[config.mk]
export PLATFORM = sky130hd
export DESIGN_NAME = apb4_clint_mh_flat
export DESIGN_NICKNAME = d
export VERILOG_FILES = /design/src/rtl/apb4_clint_mh_if.sv /design/src/rtl/apb4_clint_mh.sv /design/src/flat_wrapper.sv
export SDC_FILE = /design/constraint.sdc
export NUM_CORES = 1
export LEC_CHECK = 0
export ABC_AREA = 0
export CORE_MARGIN = 2
export CORE_UTILIZATION = 50
export DETAILED_ROUTE_END_ITERATION = 10
export DONT_BUFFER_PORTS = 1
export HOLD_SLACK_MARGIN = 0.03
export MAX_ROUTING_LAYER = met4
export PLACE_DENSITY = 0.77
export SKIP_LAST_GASP = 1
export SYNTH_ARGS = -nofsm -noshare
export SYNTH_HDL_FRONTEND = slang
export SYNTH_SLANG_ARGS = --single-unit
[constraint.sdc]
create_clock -name apb4_hclk -period 2.58 [get_ports apb4_hclk]
set_clock_uncertainty 0.15 [all_clocks]
set_input_delay 0.516 -clock apb4_hclk [delete_from_list [all_inputs] [get_ports apb4_hclk]]
set_output_delay 0.516 -clock apb4_hclk [all_outputs]
set_load 0.01 [all_outputs]
[src/rtl/apb4_clint_mh_if.sv]
// APB4 slave bus bundle for the multi-hart CLINT, including its clock and reset.
// The master modport drives clock, reset and requests; the slave returns data and status.
interface apb4_clint_mh_if;
  logic        hclk;
  logic        hresetn;
  logic [31:0] paddr;
  logic        psel;
  logic        penable;
  logic        pwrite;
  logic [31:0] pwdata;
  logic [31:0] prdata;
  logic        pready;
  logic        pslerr;

  modport master (
    output hclk, hresetn, paddr, psel, penable, pwrite, pwdata,
    input  prdata, pready, pslerr
  );

  modport slave (
    input  hclk, hresetn, paddr, psel, penable, pwrite, pwdata,
    output prdata, pready, pslerr
  );
endinterface

[src/rtl/apb4_clint_mh.sv]
// Multi-hart CLINT on APB4: shared mtime, per-hart mtimecmp/MSIP; CLINT_MTIME_WR_EN makes mtime writable.
// Zero-wait APB (pready=1), combinational read data; rtc edge reaches mtime after 4 hclk edges.
module apb4_clint_mh #(
  parameter int HART_NUM   = 4,
  parameter int PSCR_WIDTH = 16
) (
  apb4_clint_mh_if.slave      apb4,
  input  logic                rtc_clk_i,
  output logic [HART_NUM-1:0] tmr_irq_o,
  output logic [HART_NUM-1:0] sfr_irq_o
);

  logic [4:0] idx;
  logic       acc, wr_acc, rd_acc;
  logic       is_ctrl, is_pscr, is_mtl, is_mth;
  logic       msip_hit, msip_ok, cmp_ok;
  logic [2:0] msip_h, cmp_h;
  logic       cmp_hi, mapped;
  logic [31:0] rdata;
  logic       unused_paddr;

  logic                       ctrl_en_q, ctrl_en_d;
  logic [PSCR_WIDTH-1:0]      pscr_q, pscr_d;
  logic [PSCR_WIDTH-1:0]      pcnt_q, pcnt_d;
  logic [63:0]                mtime_q, mtime_d;
  logic [31:0]                shadow_q, shadow_d;
  logic [HART_NUM-1:0]        msip_q, msip_d;
  logic [HART_NUM-1:0][63:0]  cmp_q, cmp_d;
  logic [HART_NUM-1:0]        tmr_q, tmr_d;
  logic [2:0]                 rtc_sync_q, rtc_sync_d;
  logic                       tick_q, tick_d;
  logic                       mtime_inc;

  assign unused_paddr = ^{apb4.paddr[31:7], apb4.paddr[1:0]};

  assign idx    = apb4.paddr[6:2];
  assign acc    = apb4.psel & apb4.penable;
  assign wr_acc = acc & apb4.pwrite;
  assign rd_acc = acc & ~apb4.pwrite;

  always_comb begin
    is_ctrl  = (idx == 5'd0);
    is_pscr  = (idx == 5'd1);
    is_mtl   = (idx == 5'd2);
    is_mth   = (idx == 5'd3);
    msip_hit = (idx >= 5'd4) && (idx <= 5'd11);
    msip_h   = 3'(idx - 5'd4);
    cmp_h    = idx[3:1];
    cmp_hi   = idx[0];
    msip_ok  = msip_hit && (int'(msip_h) < HART_NUM);
    cmp_ok   = idx[4] && (int'(cmp_h) < HART_NUM);
    mapped   = is_ctrl | is_pscr | is_mtl | is_mth | msip_ok | cmp_ok;
  end

  always_comb begin
    rdata = '0;
    if (is_ctrl) rdata = {31'b0, ctrl_en_q};
    if (is_pscr) rdata = 32'(pscr_q);
    if (is_mtl)  rdata = mtime_q[31:0];
    if (is_mth)  rdata = shadow_q;
    for (int h = 0; h < HART_NUM; h++) begin
      if (msip_ok && msip_h == 3'(h)) rdata = {31'b0, msip_q[h]};
      if (cmp_ok && cmp_h == 3'(h))   rdata = cmp_hi ? cmp_q[h][63:32] : cmp_q[h][31:0];
    end
  end

  assign apb4.prdata = (rd_acc && mapped) ? rdata : '0;
  assign apb4.pslerr = acc & ~mapped;
  assign apb4.pready = 1'b1;

  // Stages 0/1 synchronise rtc_clk_i; stage 2 holds the previous value for edge detection.
  always_comb begin
    rtc_sync_d = {rtc_sync_q[1:0], rtc_clk_i};
    tick_d     = rtc_sync_q[1] & ~rtc_sync_q[2];
  end

  always_comb begin
    ctrl_en_d = ctrl_en_q;
    pscr_d    = pscr_q;
    pcnt_d    = pcnt_q;
    shadow_d  = shadow_q;
    msip_d    = msip_q;
    cmp_d     = cmp_q;
    mtime_inc = 1'b0;

    if (wr_acc && is_ctrl) ctrl_en_d = apb4.pwdata[0];

    // A PSCR write swallows a coincident tick; ticks use EN as it was before any same-cycle write.
    if (wr_acc && is_pscr) begin
      pscr_d = apb4.pwdata[PSCR_WIDTH-1:0];
      pcnt_d = '0;
    end else if (tick_q && ctrl_en_q) begin
      if (pcnt_q == pscr_q) begin
        pcnt_d    = '0;
        mtime_inc = 1'b1;
      end else begin
        pcnt_d = pcnt_q + PSCR_WIDTH'(1);
      end
    end

    mtime_d = mtime_inc ? mtime_q + 64'd1 : mtime_q;
`ifdef CLINT_MTIME_WR_EN
    if (wr_acc && is_mtl) mtime_d = {mtime_q[63:32], apb4.pwdata};
    if (wr_acc && is_mth) mtime_d = {apb4.pwdata, mtime_q[31:0]};
`endif

    if (rd_acc && is_mtl) shadow_d = mtime_q[63:32];

    for (int h = 0; h < HART_NUM; h++) begin
      if (wr_acc && msip_ok && msip_h == 3'(h)) msip_d[h] = apb4.pwdata[0];
      if (wr_acc && cmp_ok && cmp_h == 3'(h)) begin
        if (cmp_hi) cmp_d[h][63:32] = apb4.pwdata;
        else        cmp_d[h][31:0]  = apb4.pwdata;
      end
    end
  end

  always_comb begin
    tmr_d = '0;
    for (int h = 0; h < HART_NUM; h++) tmr_d[h] = (mtime_q >= cmp_q[h]);
  end

  always_ff @(posedge apb4.hclk or negedge apb4.hresetn) begin
    if (!apb4.hresetn) begin
      ctrl_en_q  <= 1'b1;
      pscr_q     <= '0;
      pcnt_q     <= '0;
      mtime_q    <= '0;
      shadow_q   <= '0;
      msip_q     <= '0;
      cmp_q      <= '1;
      tmr_q      <= '0;
      rtc_sync_q <= '0;
      tick_q     <= 1'b0;
    end else begin
      ctrl_en_q  <= ctrl_en_d;
      pscr_q     <= pscr_d;
      pcnt_q     <= pcnt_d;
      mtime_q    <= mtime_d;
      shadow_q   <= shadow_d;
      msip_q     <= msip_d;
      cmp_q      <= cmp_d;
      tmr_q      <= tmr_d;
      rtc_sync_q <= rtc_sync_d;
      tick_q     <= tick_d;
    end
  end

  assign tmr_irq_o = tmr_q;
  assign sfr_irq_o = msip_q;

endmodule
[src/flat_wrapper.sv]
// flat-port wrapper written by rule: the top's interface ports become plain ports
module apb4_clint_mh_flat 
#(
  parameter int HART_NUM   = 4,
  parameter int PSCR_WIDTH = 16
)
  (rtc_clk_i, tmr_irq_o, sfr_irq_o, apb4_hclk, apb4_hresetn, apb4_paddr, apb4_psel, apb4_penable, apb4_pwrite, apb4_pwdata, apb4_prdata, apb4_pready, apb4_pslerr);
  apb4_clint_mh_if apb4_i ();
  input  logic rtc_clk_i;
  output logic [HART_NUM-1:0] tmr_irq_o;
  output logic [HART_NUM-1:0] sfr_irq_o;
  input wire logic [$bits(apb4_i.hclk)-1:0] apb4_hclk;
  input wire logic [$bits(apb4_i.hresetn)-1:0] apb4_hresetn;
  input wire logic [$bits(apb4_i.paddr)-1:0] apb4_paddr;
  input wire logic [$bits(apb4_i.psel)-1:0] apb4_psel;
  input wire logic [$bits(apb4_i.penable)-1:0] apb4_penable;
  input wire logic [$bits(apb4_i.pwrite)-1:0] apb4_pwrite;
  input wire logic [$bits(apb4_i.pwdata)-1:0] apb4_pwdata;
  output wire logic [$bits(apb4_i.prdata)-1:0] apb4_prdata;
  output wire logic [$bits(apb4_i.pready)-1:0] apb4_pready;
  output wire logic [$bits(apb4_i.pslerr)-1:0] apb4_pslerr;
  assign apb4_i.hclk = apb4_hclk;
  assign apb4_i.hresetn = apb4_hresetn;
  assign apb4_i.paddr = apb4_paddr;
  assign apb4_i.psel = apb4_psel;
  assign apb4_i.penable = apb4_penable;
  assign apb4_i.pwrite = apb4_pwrite;
  assign apb4_i.pwdata = apb4_pwdata;
  assign apb4_prdata = apb4_i.prdata;
  assign apb4_pready = apb4_i.pready;
  assign apb4_pslerr = apb4_i.pslerr;
  apb4_clint_mh #(.HART_NUM(HART_NUM), .PSCR_WIDTH(PSCR_WIDTH)) u_core (.apb4(apb4_i), .rtc_clk_i(rtc_clk_i), .tmr_irq_o(tmr_irq_o), .sfr_irq_o(sfr_irq_o));
endmodule
==> impl_metrics.yaml, run 1 <==
status:
  status: "complete, but fails checks"
  violations: "hold timing, setup timing"
setup_path:
  r2r_setup_slack_ns: -0.11
  r2r_cells: 12
  start_kind: "flip-flop"
  r2r_end: "u_core.tmr_irq_o[2]$_DFF_PN0_"
  path_max_fanout: 2
  path_class: "flip-flop to output port"
  arrival_ns: 2.21
  crit_path_end_kind: "output port"
  required_ns: 1.91
  r2r_start: "u_core.mtime_q[12]$_DFFE_PN0P_"
routing:
  wl_met2_um: 38000
  drtIter0Drc: 2466
  ant_nets: 0
  vias: 21800
  wl_per_cell_um: 23.6
  wl_met3_um: 8390
  highest_layer: "met4"
  dr.pass1.iters: 7
  drc_errors: 0
  wirelength_um: 83800
  wl_met1_um: 33700
  avgViaCountPerCell: 6.12
logic_synthesis:
  yosys_warnings: 0
  async_flop_share_pct: 100
  ys_ff_latch: 397
  synth_edf_count: 0
  ys_types: 74
  syn-num-nets: 2994
  synth-seq-area-share_pct: 41.2
  synth_flop_cell: "dfstp_2"
  synth.avg_cell_area_um2: 9.34
  synthCells: 2666
  syn_area_mm2: 0.0249
cells_and_area:
  regArea_mm2: 0.0103
  nNetsFinal: 3180
  finalInstanceArea_mm2: 0.0299
  fin_cells: 3555
  layout-drive-gt1-share_pct: 28.2
  fin_util_pct: 60.9
  area_growth_pct: 20.0
  multi_input_area_mm2: 0.0137
  fillCellCount: 3934
clock_network:
  root_buffer: "clkbuf_16"
  path_clk_slew_ns: 0.06
  clock_sinks: 397
  cts_buffers: 45
  clock_latency_ns: 0.59
  cts_tree: "yes"
  holdBufCountCts: 33
  cts-htree-levels: 2
  cts.path.max_buffers: 3
die:
  ios: 112
  start_util_pct: 50.8
  core_mm2: 0.0491
  fp-row-count: 81
  die_area_mm2: 0.0516
  die_y_um: 227
  fp.dieW_um: 227
global_route:
  overflow: 0
  grt_usage_pct: 33.4
  grt_pass1_vias: 21400
  grt_max_degree: 398
  grt_pass1_wl_um: 126000
  antenna_found_initial: 2
sta:
  slew_viol_final: 0
  grt_setup_unrepaired: "yes"
  fin_crit_sh_pct: 112
  hold_slack_ns: -0.510
  worst_pin_slew_ns: 0.818
  setup_viol: 19
  hold_viol: 316
  relSlewSlack_pct: 45.5
  fin_ws_ns: -0.301
  layout_min_cycle_time_ns: 2.88
  fin_tns_setup_ns: -1.86
  fmax_mhz: 347
place:
  dp.cells: 3399
  place_area_mm2: 0.0270
  dpl_worst_slack_ns: -0.509
  gp_congestion: 1.02
  hpwlAfterDp_um: 58100
  numPortBuffers: 0
pwr:
  power_per_cell_area_mw_per_mm2: 571
  p_leak_nw: 14.8
  finalPower_mw: 17.1
  peakVddDrop_mv: 0.432
run:
  max_cap_viol_count: 0
worst_hold_path:
  hp-class: "input port to asynchronous set/reset pin"
[layer usage]
metal  track usage [%]  vias to the layer above
met5                 -                        -
met4              14.0                        0
met3              6.20                      241
met2              50.8                     1201
met1              43.9                    10600
li1                  -                     9695
[power breakdown]
group	internal, mW	total [mW]	switching, mW
sequential	7.24	7.66	0.420
clock	4.04	6.81	2.77
combinational	1.09	2.61	1.52
total	12.4	17.1	4.71
[synthesized netlist by cell type, types with 5 or more instances]
master | instances | area share (%)
nor2b_1 | 6 | 0.15
nor2_1 | 132 | 2.0
nand2_1 | 339 | 5.1
nor3_1 | 72 | 1.4
inv_1 | 284 | 4.3
clkbuf_1 | 80 | 1.2
o21ai_0 | 315 | 6.3
and4_1 | 6 | 0.21
a21oi_1 | 93 | 1.9
mux4_2 | 17 | 1.5
buf_2 | 41 | 0.82
xor2_1 | 42 | 1.5
nand3_1 | 46 | 0.92
o21a_1 | 10 | 0.30
or3_1 | 7 | 0.18
o211ai_1 | 9 | 0.27
nand2b_1 | 6 | 0.15
a21o_1 | 25 | 0.75
xnor2_1 | 37 | 1.3
nor4_1 | 18 | 0.45
dfrtp_1 | 140 | 14
buf_6 | 7 | 0.32
o22ai_1 | 31 | 0.78
a211o_1 | 5 | 0.18
and3_1 | 11 | 0.28
nand4_1 | 55 | 1.4
mux2i_1 | 95 | 3.8
a22oi_1 | 17 | 0.51
dfstp_2 | 257 | 27
a31oi_1 | 9 | 0.23
a211oi_1 | 22 | 0.66
ha_1 | 258 | 13
mux2_2 | 70 | 3.2
a2111oi_0 | 8 | 0.28
a221oi_1 | 19 | 0.67
o221ai_1 | 7 | 0.25
[critical path, stage by stage (launching register included)]
cell and delay [ns]:
dfrtp_1 0.39, buf_6 0.12, nand3b_1 0.10, o21ai_2 0.08
a222oi_1 0.31, o211ai_1 0.17, a211oi_2 0.23, nor4_2 0.07
buf_4 0.15
[kinds of logic (layout without fill, tap and decap cells)]
family	Yosys count	after routing	synth area share [%]
flip-flops	397	397	41.2
adder cells (fa/ha/maj)	258	258	13.0
other	1	3	0.0151
multiplexers	183	183	8.57
AO/OA/AOI/OAI	601	601	14.1
buffers and inverters	421	644	6.83
XOR/XNOR	79	79	2.78
AND/OR/NAND/NOR	726	726	13.5
[layout by cell type (no fill, tap or decap), types with 22 or more instances in the layout]
master and instances:
nand3_1 46, dfrtp_1 134, o21ai_0 307, a21oi_1 78
dlygate4sd3_1 33, nor2_1 117, o22ai_1 26, ha_1 254
buf_12 22, xor2_1 42, inv_1 283, clkbuf_16 47
dfstp_2 257, mux2i_1 94, xnor2_1 33, nand4_1 55
nand2_1 337, buf_4 211, nor3_1 54, mux2_2 66
a21o_1 25
[sequential cells by signal (all words and copies together), names as in the netlist]
signal / cells
u_core.ctrl_en_q: 1
u_core.tmr_irq_o: 4
u_core.mtime_q: 64
u_core.pscr_q: 16
u_core.rtc_sync_q: 3
u_core.cmp_q: 256
u_core.pcnt_q: 16
u_core.tick_q: 1
u_core.shadow_q: 32
u_core.sfr_irq_o: 4
[final cells by class]
class	count	share of cell area (%)
Multi-Input combinational cell	1848	45.8
Sequential cell	397	34.3
Timing Repair Buffer	276	8.25
Clock buffer	70	4.69
Inverter	284	3.57
Tap cell	664	2.78
Clock inverter	14	0.527
Antenna cell	2	0.0167
[worst max path at each step]
stage / start / slack, ns / cells after the start / to
after global routing: u_core.mtime_q[0]$_DFFE_PN0P_ / -0.37 / 8 / apb4_prdata[0]
after floorplan: apb4_paddr[4] / -0.02 / 8 / apb4_prdata[0]
after detailed placement: u_core.cmp_q[191]$_DFFE_PN1P_ / -0.51 / 9 / u_core.tmr_irq_o[2]$_DFF_PN0_
after CTS: u_core.pscr_q[0]$_DFFE_PN0P_ / -0.30 / 7 / apb4_prdata[0]
final: u_core.mtime_q[0]$_DFFE_PN0P_ / -0.30 / 8 / apb4_prdata[0]
after global placement: u_core.cmp_q[191]$_DFFE_PN1P_ / -0.39 / 9 / u_core.tmr_irq_o[2]$_DFF_PN0_
[repair_timing]
action                                  in CTS  in global routing
resized for setup                           61                 84
pin swaps                                   41                 50
hold endpoints to repair                   675                397
endpoints found under the setup margin      30                 81
setup buffers                               23                 17
Power figures use the tool's default switching activity.
==> inputs of run 2 (changes only) <==
--- a/config.mk
+++ b/config.mk
@@ -13,7 +13,6 @@
 export HOLD_SLACK_MARGIN = 0.03
 export MAX_ROUTING_LAYER = met4
 export PLACE_DENSITY = 0.77
-export SKIP_LAST_GASP = 1
 export SYNTH_ARGS = -nofsm -noshare
 export SYNTH_HDL_FRONTEND = slang
 export SYNTH_SLANG_ARGS = --single-unit
==> run 2 against run 1 <==
Against the previous run: the flow finishes with violations (hold timing, slew limit, setup timing); die area is the same; combinational power is essentially flat; clock power is essentially flat; cell area is essentially flat; largest cell class unchanged; largest power group unchanged.
==> impl_metrics.yaml, run 2 (synthesis results as in run 1) <==
cells_and_area:
  regArea_mm2: 0.0103
  final_cell_mix: "nand2_1 (337), o21ai_0 (308), inv_1 (281), dfstp_2 (257), ha_1 (252)"
  layout-drive-gt1-share_pct: 28.2
  area_growth_pct: 20.1
  fillCellCount: 3941
  top_regs: "u_core.cmp_q (256), u_core.mtime_q (64), u_core.shadow_q (32)"
  nNetsFinal: 3178
  regMostFlops: "u_core.cmp_q"
  largest_reg_flops: 256
  layout_commonest_cell: "nand2_1"
  multi_input_area_mm2: 0.0137
sta:
  fmax_mhz: 347
  relSlewSlack_pct: -30.5
  hold_viol: 176
  worst_pin_slew_ns: 1.96
  fin_tns_setup_ns: -1.69
  fin_ws_ns: -0.304
  grt_setup_unrepaired: "yes"
  fin_crit_sh_pct: 112
  slew_viol_final: 236
  layout_min_cycle_time_ns: 2.88
  setup_viol: 18
  hold_slack_ns: -0.511
routing:
  drtIter0Drc: 2492
  avgViaCountPerCell: 6.14
  dr.pass1.iters: 9
  drc_errors: 0
  vias: 21800
  wirelength_um: 83900
  ant_nets: 0
  wl_per_cell_um: 23.6
die:
  ios: 112
  fp-row-count: 81
  core_mm2: 0.0491
  fp.dieW_um: 227
  start_util_pct: 50.8
  die_y_um: 227
  die_area_mm2: 0.0516
setup_path:
  arrival_ns: 2.22
  r2r_end: "u_core.tmr_irq_o[0]$_DFF_PN0_"
  r2r_start: "u_core.mtime_q[7]$_DFFE_PN0P_"
  path_max_fanout: 2
  r2r_cells: 9
  r2r_setup_slack_ns: -0.13
  start_kind: "flip-flop"
  path_class: "flip-flop to output port"
  crit_path_end_kind: "output port"
  required_ns: 1.91
clock_network:
  clock_latency_ns: 0.59
  cts_tree: "yes"
  holdBufCountCts: 33
  root_buffer: "clkbuf_16"
  clock_sinks: 397
  cts_buffers: 45
  cts-htree-levels: 2
  path_clk_slew_ns: 0.05
  cts.path.max_buffers: 3
place:
  hpwlAfterDp_um: 58100
  dpl_worst_slack_ns: -0.509
  gp_congestion: 1.02
  numPortBuffers: 0
global_route:
  grt_usage_pct: 33.4
  grt_pass1_wl_um: 126000
  busiest_layer: "met2"
  grt_pass1_vias: 21400
  grt_max_degree: 398
  antenna_found_initial: 2
  overflow: 0
  use_met3_pct: 6.40
  grtUsageMet2_pct: 51.0
  use_met1_pct: 43.7
pwr:
  power_per_cell_area_mw_per_mm2: 571
  p_leak_nw: 14.8
  peakVddDrop_mv: 0.427
run:
  max_cap_viol_count: 0
status:
  status: "complete, but fails checks"
  violations: "hold timing, slew limit, setup timing"
worst_hold_path:
  hp-class: "input port to asynchronous set/reset pin"
==> run 2: changes by cell type in the layout (fill, tap and decap cells not counted), sizes merged <==
cell  previous run  this run
buf            243       241
==> run 2: critical path: stages (launching register included) <==
cell and delay (ns):
dfrtp_1 0.38, mux2i_2 0.22, o21ai_2 0.10, a222oi_1 0.32, o211ai_1 0.17, a211oi_2 0.23
nor4_2 0.07, buf_4 0.15
==> run 2: area by class of cell <==
type                    count  area share [%]
inverters                 284            3.57
clock buffers              70            4.69
diodes                      2          0.0167
multi-input cells        1848            45.9
well taps                 664            2.78
clock inverters            14           0.527
repair buffers            274            8.23
flip-flops and latches    397            34.3
==> run 2: timing repair <==
action,4_1_cts,5_1_grt
buffers inserted,23,16
pin swaps,41,51
endpoints found under the setup margin,30,75
endpoints found under the hold margin,675,397
gates resized for setup,71,77
==> run 2: per-layer routing <==
| layer | vias up | part of all wire [%] |
|---|---|---|
| met3 | 256 | 9.8 |
| met1 | 10700 | 40 |
| met5 | - | 0 |
| met2 | 1224 | 45 |
| met4 | 0 | 4.5 |
| li1 | 9676 | - |
==> run 2: how the worst max path moves through the flow <==
stage	start	slack, ns	to
after floorplan	apb4_paddr[4]	-0.02	apb4_prdata[0]
after global placement	u_core.cmp_q[191]$_DFFE_PN1P_	-0.39	u_core.tmr_irq_o[2]$_DFF_PN0_
after detailed placement	u_core.cmp_q[191]$_DFFE_PN1P_	-0.51	u_core.tmr_irq_o[2]$_DFF_PN0_
after CTS	u_core.pscr_q[0]$_DFFE_PN0P_	-0.30	apb4_prdata[0]
after global routing	u_core.mtime_q[0]$_DFFE_PN0P_	-0.37	apb4_prdata[0]
final	u_core.pscr_q[0]$_DFFE_PN0P_	-0.30	apb4_prdata[0]
==> run 2: per-stage QoR <==
step	utilization [%]	hold WS (ns)	cells	power, mW	cell area [um2]
global placement	55.1	0.0831	3399	9.89	27000
finish	61.0	-0.511	3553	17.1	29900
detailed placement	55.1	0.0819	3399	10.0	27000
floorplan	-	0.0704	2666	9.28	25000
global route	61.0	-0.527	3553	17.7	29900
CTS	59.9	-0.538	3536	16.9	29400
==> run 2: where the power goes <==
| group | internal [mW] | leakage [nW] | switching (mW) |
|---|---|---|---|
| combinational | 1.09 | 9.51 | 1.52 |
| sequential | 7.24 | 4.55 | 0.421 |
| clock | 4.04 | 0.769 | 2.77 |
| total | 12.4 | 14.8 | 4.71 |
